### config.mk
export PLATFORM = sky130hd
export DESIGN_NAME = mult_div_unit_flat
export DESIGN_NICKNAME = d
export VERILOG_FILES = /design/src/rtl/mult_div_unit_if.sv /design/src/rtl/mult_div_unit.sv /design/src/flat_wrapper.sv
export SDC_FILE = /design/constraint.sdc
export NUM_CORES = 1
export LEC_CHECK = 0
export ABC_CLOCK_PERIOD_IN_PS = 7100
export BUFFER_PORTS_ARGS = -buffer_cell sky130_fd_sc_hd__buf_4
export CORE_MARGIN = 4
export CORE_UTILIZATION = 52
export CTS_CLUSTER_SIZE = 28
export DETAILED_ROUTE_END_ITERATION = 12
export GPL_TIMING_DRIVEN = 0
export PLACE_DENSITY = 0.7
export SYNTH_ARGS = -nofsm -noshare
export SYNTH_HDL_FRONTEND = slang
export SYNTH_SLANG_ARGS = --single-unit
### constraint.sdc
create_clock -name clk -period 7.1 [get_ports clk]
set_input_delay 0.71 -clock clk [delete_from_list [all_inputs] [get_ports clk]]
set_output_delay 0.71 -clock clk [all_outputs]
set_load 0.005 [all_outputs]
### src/rtl/mult_div_unit_if.sv
// Operand/result bundle between the control unit and the HI/LO multiply/divide unit.
// The control unit is the master; the arithmetic unit is the slave.
interface mult_div_unit_if #(
  parameter int WIDTH = 32
);
  logic             start;
  logic [2:0]       op;
  logic [WIDTH-1:0] rs_val;
  logic [WIDTH-1:0] rt_val;
  logic             busy;
  logic             done;
  logic [WIDTH-1:0] hi;
  logic [WIDTH-1:0] lo;

  modport master (
    output start, op, rs_val, rt_val,
    input  busy, done, hi, lo
  );

  modport slave (
    input  start, op, rs_val, rt_val,
    output busy, done, hi, lo
  );
endinterface

### src/rtl/mult_div_unit.sv
// Iterative HI/LO multiply/divide unit: shift-add multiply and restoring divide over
// operand magnitudes, one bit per cycle, with sign fix-up folded into the final write.
module mult_div_unit #(
  parameter int WIDTH = 32,
  parameter int CNT_W = 6
) (
  input  logic           clk,
  input  logic           rst_n,
  mult_div_unit_if.slave bus
);

  localparam logic [1:0] S_IDLE = 2'd0;
  localparam logic [1:0] S_MUL  = 2'd1;
  localparam logic [1:0] S_DIV  = 2'd2;

  localparam logic [2:0] OP_MTHI = 3'b100;
  localparam logic [2:0] OP_MTLO = 3'b101;

  localparam logic [CNT_W-1:0] CNT_LAST = CNT_W'(WIDTH - 1);

  function automatic logic [WIDTH-1:0] magnitude(input logic signed [WIDTH-1:0] v,
                                                  input logic is_signed);
    if (is_signed && v[WIDTH-1]) return ~v + WIDTH'(1);
    return v;
  endfunction

  function automatic logic [WIDTH-1:0] cond_neg_w(input logic [WIDTH-1:0] x, input logic neg);
    return neg ? (~x + WIDTH'(1)) : x;
  endfunction

  function automatic logic [2*WIDTH-1:0] cond_neg_2w(input logic [2*WIDTH-1:0] x,
                                                      input logic neg);
    return neg ? (~x + (2*WIDTH)'(1)) : x;
  endfunction

  // Control state (reset)
  logic [1:0]       state_q, state_d;
  logic [CNT_W-1:0] cnt_q, cnt_d;
  logic             done_q, done_d;
  logic [WIDTH-1:0] hi_q, hi_d;
  logic [WIDTH-1:0] lo_q, lo_d;

  // Working datapath (not reset; only meaningful while busy)
  logic [WIDTH-1:0] a_q, a_d;
  logic [WIDTH-1:0] b_q, b_d;
  logic [WIDTH-1:0] acc_q, acc_d;
  logic [WIDTH-1:0] rs_lat_q, rs_lat_d;
  logic             neg_q, neg_d;
  logic             rneg_q, rneg_d;
  logic             divz_q, divz_d;

  logic signed [WIDTH-1:0] rs_s;
  logic signed [WIDTH-1:0] rt_s;
  logic                    op_signed;

  logic [WIDTH:0]   mul_sum;
  logic [WIDTH-1:0] mul_acc;
  logic [WIDTH-1:0] mul_b;
  logic [WIDTH:0]   div_shift;
  logic             div_ge;
  logic [WIDTH-1:0] div_diff;
  logic [WIDTH-1:0] div_acc;
  logic [WIDTH-1:0] div_b;

  logic [2*WIDTH-1:0] prod_fix;
  logic [WIDTH-1:0]   quot_fix;
  logic [WIDTH-1:0]   rem_fix;

  assign rs_s      = bus.rs_val;
  assign rt_s      = bus.rt_val;
  assign op_signed = ~bus.op[0];

  // One iteration step of each algorithm, evaluated every cycle
  always_comb begin
    mul_sum   = {1'b0, acc_q} + (b_q[0] ? {1'b0, a_q} : {(WIDTH+1){1'b0}});
    mul_acc   = mul_sum[WIDTH:1];
    mul_b     = {mul_sum[0], b_q[WIDTH-1:1]};

    div_shift = {acc_q, b_q[WIDTH-1]};
    div_ge    = div_shift >= {1'b0, a_q};
    div_diff  = div_shift[WIDTH-1:0] - a_q;
    div_acc   = div_ge ? div_diff : div_shift[WIDTH-1:0];
    div_b     = {b_q[WIDTH-2:0], div_ge};

    prod_fix  = cond_neg_2w({mul_acc, mul_b}, neg_q);
    quot_fix  = cond_neg_w(div_b, neg_q);
    rem_fix   = cond_neg_w(div_acc, rneg_q);
  end

  always_comb begin
    state_d  = state_q;
    cnt_d    = cnt_q;
    done_d   = 1'b0;
    hi_d     = hi_q;
    lo_d     = lo_q;
    a_d      = a_q;
    b_d      = b_q;
    acc_d    = acc_q;
    rs_lat_d = rs_lat_q;
    neg_d    = neg_q;
    rneg_d   = rneg_q;
    divz_d   = divz_q;

    case (state_q)
      S_IDLE: begin
        cnt_d = '0;
        if (bus.start) begin
          if (bus.op[2:1] == 2'b00) begin
            state_d = S_MUL;
            a_d     = magnitude(rs_s, op_signed);
            b_d     = magnitude(rt_s, op_signed);
            acc_d   = '0;
            neg_d   = op_signed & (bus.rs_val[WIDTH-1] ^ bus.rt_val[WIDTH-1]);
          end else if (bus.op[2:1] == 2'b01) begin
            state_d  = S_DIV;
            a_d      = magnitude(rt_s, op_signed);
            b_d      = magnitude(rs_s, op_signed);
            acc_d    = '0;
            rs_lat_d = bus.rs_val;
            neg_d    = op_signed & (bus.rs_val[WIDTH-1] ^ bus.rt_val[WIDTH-1]);
            rneg_d   = op_signed & bus.rs_val[WIDTH-1];
            divz_d   = (bus.rt_val == '0);
          end else if (bus.op == OP_MTHI) begin
            hi_d   = bus.rs_val;
            done_d = 1'b1;
          end else if (bus.op == OP_MTLO) begin
            lo_d   = bus.rs_val;
            done_d = 1'b1;
          end
        end
      end

      S_MUL: begin
        acc_d = mul_acc;
        b_d   = mul_b;
        cnt_d = cnt_q + CNT_W'(1);
        if (cnt_q == CNT_LAST) begin
          state_d      = S_IDLE;
          cnt_d        = '0;
          {hi_d, lo_d} = prod_fix;
          done_d       = 1'b1;
        end
      end

      S_DIV: begin
        acc_d = div_acc;
        b_d   = div_b;
        cnt_d = cnt_q + CNT_W'(1);
        if (cnt_q == CNT_LAST) begin
          state_d = S_IDLE;
          cnt_d   = '0;
          done_d  = 1'b1;
          // A zero divisor reports all-ones quotient and the untouched dividend
          if (divz_q) begin
            lo_d = '1;
            hi_d = rs_lat_q;
          end else begin
            lo_d = quot_fix;
            hi_d = rem_fix;
          end
        end
      end

      default: begin
        state_d = S_IDLE;
        cnt_d   = '0;
      end
    endcase
  end

  always_ff @(posedge clk or negedge rst_n) begin
    if (!rst_n) begin
      state_q <= S_IDLE;
      cnt_q   <= '0;
      done_q  <= 1'b0;
      hi_q    <= '0;
      lo_q    <= '0;
    end else begin
      state_q <= state_d;
      cnt_q   <= cnt_d;
      done_q  <= done_d;
      hi_q    <= hi_d;
      lo_q    <= lo_d;
    end
  end

  always_ff @(posedge clk) begin
    a_q      <= a_d;
    b_q      <= b_d;
    acc_q    <= acc_d;
    rs_lat_q <= rs_lat_d;
    neg_q    <= neg_d;
    rneg_q   <= rneg_d;
    divz_q   <= divz_d;
  end

  assign bus.busy = (state_q != S_IDLE);
  assign bus.done = done_q;
  assign bus.hi   = hi_q;
  assign bus.lo   = lo_q;

endmodule
### src/flat_wrapper.sv
// flat-port wrapper written by rule: the top's interface ports become plain ports
module mult_div_unit_flat 
#(
  parameter int WIDTH = 32,
  parameter int CNT_W = 6
)
  (clk, rst_n, bus_start, bus_op, bus_rs_val, bus_rt_val, bus_busy, bus_done, bus_hi, bus_lo);
  mult_div_unit_if #(.WIDTH(WIDTH)) bus_i ();
  input  logic clk;
  input  logic rst_n;
  input wire logic [$bits(bus_i.start)-1:0] bus_start;
  input wire logic [$bits(bus_i.op)-1:0] bus_op;
  input wire logic [$bits(bus_i.rs_val)-1:0] bus_rs_val;
  input wire logic [$bits(bus_i.rt_val)-1:0] bus_rt_val;
  output wire logic [$bits(bus_i.busy)-1:0] bus_busy;
  output wire logic [$bits(bus_i.done)-1:0] bus_done;
  output wire logic [$bits(bus_i.hi)-1:0] bus_hi;
  output wire logic [$bits(bus_i.lo)-1:0] bus_lo;
  assign bus_i.start = bus_start;
  assign bus_i.op = bus_op;
  assign bus_i.rs_val = bus_rs_val;
  assign bus_i.rt_val = bus_rt_val;
  assign bus_busy = bus_i.busy;
  assign bus_done = bus_i.done;
  assign bus_hi = bus_i.hi;
  assign bus_lo = bus_i.lo;
  mult_div_unit #(.WIDTH(WIDTH), .CNT_W(CNT_W)) u_core (.clk(clk), .rst_n(rst_n), .bus(bus_i));
endmodule
==> parameters.txt <==
Parameter                              Value

Global route
  Global routing usage summed across all routing layers    38.3%
  Initial antenna violation count    1
  Maximum number of pins on one net before global-route repair    74
  Overall overflow remaining after global route    0
  Vias in the first global route    roughly 18k
  First-pass GRT wire length    around 110,000 µm

Clocking
  Max H-tree Level    1
  Setup Fix Bufs, Post-CTS    0
  Library cell used as clock root buffer    clkbuf_16
  Buffer levels on the longest clock path    3
  Num CTS Buffers    24
  Post-CTS Resized    0
  Clock network latency to the later pin of the worst-skew pair    530 ps
  Clock-pin slew on the worst setup and hold paths    70 ps
  CTS sink cnt    204
  Post-CTS Hold Buffers    0
  Clock tree from TritonCTS    done

Worst setup path
  Startpoint-to-endpoint class of the critical path    flop to flop
  Minimum setup slack among reg-to-reg paths    460 ps
  Endpoint arrival time on the critical path    7040 ps
  Start point of the critical path    u_core.b_q[31]$_DFFE_PP_
  CP endpoint kind    flop
  Kind of start point of the critical path    flop
  Worst path required time    7500 ps
  Highest net fanout along the worst path    10
  Endpoint of the worst register-to-register path    u_core.bus.lo[30]$_DFFE_PN0P_
  Launch instance of the worst register-to-register path    u_core.b_q[31]$_DFFE_PP_
  Worst r2r path cells    19

Yosys
  Prevailing post-synth register cell    edfxtp_1
  Cell accounting for the most synthesized area    edfxtp_1
  Synthesized net count    2,400
  Area share of the largest cell type after synthesis    21.6%
  Register bit count reported by yosys    204
  Proportion of synthesized flip-flops having asynchronous set or reset    35.8%
  Synth top area cells    edfxtp_1, dfrtp_1, xnor2_1, nand2_1, ha_1
  EDFF count, synth    131
  Number of distinct library cell variants in the gate-level netlist after synthesis    82
  Number of standard cells after synthesis    2,255
  Count of yosys warnings during synthesis    0
  Mapped Area    0.0182 mm²
  Post-synthesis area per instance    8.07 µm²
  Portion of the post-synthesis area used by sequential elements    approximately a third

STA
  Final setup violating endpoints    0
  Fmax    151 MHz
  Final period util    93.6%
  Unrepaired setup endpoints after global routing    no
  Clk_skew    13.1 ps
  Final total negative setup slack    0 ps
  Hold violation count in the final report    0
  Worst hold slack    ~360 ps
  Final Max Slew Viols    0
  Transition at the pin with the smallest max-transition slack    1060 ps
  Post-layout minimum cycle time    6640 ps
  Relative slew slack    28.4%

Place
  Number of instances in the placed design    2,849
  Number of buffers added on ports    135
  Half-perimeter wire length after detailed placement    60,300 µm
  Placed Area    0.0199 mm²
  RD Place Congestion    1.01

Floorplan
  Horizontal die dimension    195 µm
  I/O pin cnt    roughly 140
  Die ar.    roughly 0.038 mm²
  Area inside the core boundary    0.0345 mm²
  Site Rows    68
  Starting density of the core    52.7%
  Die Ht    195 µm

Final layout
  Number of antenna diodes    0
  Final nets    approximately 2.6k
  Share of cells above drive strength 1    9.80%
  Final non-filler cell total    approximately 2.9k
  Post-synthesis to final-layout area growth    13.7%
  Fill cell count    3,221
  Layout Cell Area excl Fill    slightly above 0.02 mm²

Pwr
  Peak supply drop    0.315 mV
  Power density over cell area    515 mW/mm²
  Design Power    10.6 mW
  Leakage    7.99 nW

Detailed routing
  First-pass iteration count of the detailed router    6
  Drt via density    6.57
  Wire length reported by the detailed router    76,300 µm
  DR DRC count    0
  DRT iter0 DRCs    2,427
  Post-DR wirelength/cell    between 20 and 30 µm
  Post-route ant nets    0
  Overall via count from detail_route    19.0k

Run status
  Run status    finished clean

Min path
  Hold crit path type    input pin to asynchronous set/reset pin

Run
  Max cap viols    0
==> Yosys cell counts, drive strengths merged, types with 14 or more instances <==
cell / instances
nor4: 19
o21a: 14
nor3: 36
o21ai: 156
ha: 73
nor2: 234
clkbuf: 126
a221oi: 84
nand3: 28
buf: 22
or4: 14
a21oi: 170
or3: 27
xnor2: 161
nand2: 330
dfrtp: 73
edfxtp: 131
xor2: 68
nand2b: 22
o31ai: 69
inv: 74
mux2i: 36
a21o: 19
a22oi: 33
nand4: 23
mux2: 18
==> power breakdown <==
part	switching, mW	internal [mW]
registers	0.434	1.79
logic	4.75	2.40
clock network	0.536	0.729
total	5.72	4.93
==> sequential cells by signal (all words and copies together) (netlist names), 2 cells and up <==
name,flops
u_core.acc_q,32
u_core.b_q,32
u_core.bus.lo,32
u_core.bus.hi,32
u_core.a_q,32
u_core.state_q,2
u_core.rs_lat_q,32
u_core.cnt_q,6
==> worst max path at each step <==
| stage | to | slack [ps] |
|---|---|---|
| 2_1_floorplan | u_core.bus.hi[18]$_DFFE_PN0P_ | 2580 |
| 3_3_place_gp | u_core.acc_q[2]$_DFFE_PP_ | 380 |
| 3_5_place_dp | u_core.bus.lo[30]$_DFFE_PN0P_ | 670 |
| 4_1_cts | u_core.bus.lo[30]$_DFFE_PN0P_ | 640 |
| 5_1_grt | u_core.bus.lo[20]$_DFFE_PN0P_ | 310 |
| 6_report | u_core.bus.lo[30]$_DFFE_PN0P_ | 460 |
==> area by class of cell <==
cell class / count / area [µm²] / share of cell area, %
Timing Repair Buffer: 139 / 1090 / 5.29
Clock inverter: 13 / 97.6 / 0.472
Sequential cell: 204 / 5760 / 27.9
Tap cell: 455 / 569 / 2.75
Multi-Input combinational cell: 1828 / 11600 / 56.2
Buffer: 148 / 559 / 2.71
Inverter: 75 / 282 / 1.36
Clock buffer: 31 / 698 / 3.38
==> cell usage in the layout, fill, tap and decap left out, types with 8 or more instances in the layout <==
master,count
o21a_1,14
o21ai_0,154
a21o_1,19
and2_1,12
buf_4,135
or2_2,10
o21bai_1,8
nand4_1,22
a211oi_1,9
or3_1,24
mux2_2,18
a22oi_1,33
or4_1,13
dfrtp_1,73
xor2_1,68
o31ai_1,67
nor2b_1,12
clkbuf_16,25
buf_1,20
a221oi_1,84
nand2_1,330
ha_1,73
clkbuf_1,126
xnor2_1,161
nor2_1,232
nor3_1,36
mux2i_1,36
nor4_1,19
nand2b_1,22
nand3_1,28
a31oi_1,13
a21oi_1,169
o211ai_1,13
o41ai_1,12
edfxtp_1,131
inv_1,73
==> critical path: stages, from the launching register on <==
cell and delay [ps]:
edfxtp_1 330, clkbuf_1 630, inv_1 110, ha_1 420, nand3_1 170, nor4_1 120
a31oi_1 190, o21a_1 190, nand2_1 270, inv_2 330, clkbuf_1 550, clkbuf_1 510
buf_1 600, ha_1 570, inv_1 220, or2_2 350, o21ai_0 190, xnor2_1 90
a221oi_1 500, o31ai_1 130
==> kinds of logic (layout without fill, tap and decap cells) <==
group                    count (synthesis)  in the layout  share of synthesized area (%)
adder cells (fa/ha/maj)                 75             75                           5.24
buffers and inverters                  223            406                           4.62
flip-flops                             204            204                           31.7
AO/OA/AOI/OAI                          660            660                           24.0
multiplexers                            54             54                           3.10
XOR/XNOR                               229            229                           11.0
AND/OR/NAND/NOR                        810            810                           20.4
==> per-stage QoR <==
stage                     setup slack (ps)  util (%)
after floorplan                       2580         -
after global placement                 377      57.2
after detailed placement               671      57.5
after CTS                              638      59.8
after global routing                   313      59.8
final                                  457      59.8
==> per-layer routing <==
metal,wire (µm),track usage [%],up-vias
li1,-,-,8574
met1,30300,51.2,9011
met2,34600,62.7,1184
met3,7270,4.95,240
met4,4140,16.5,2
met5,13,0,-
Power figures use the tool's default switching activity.
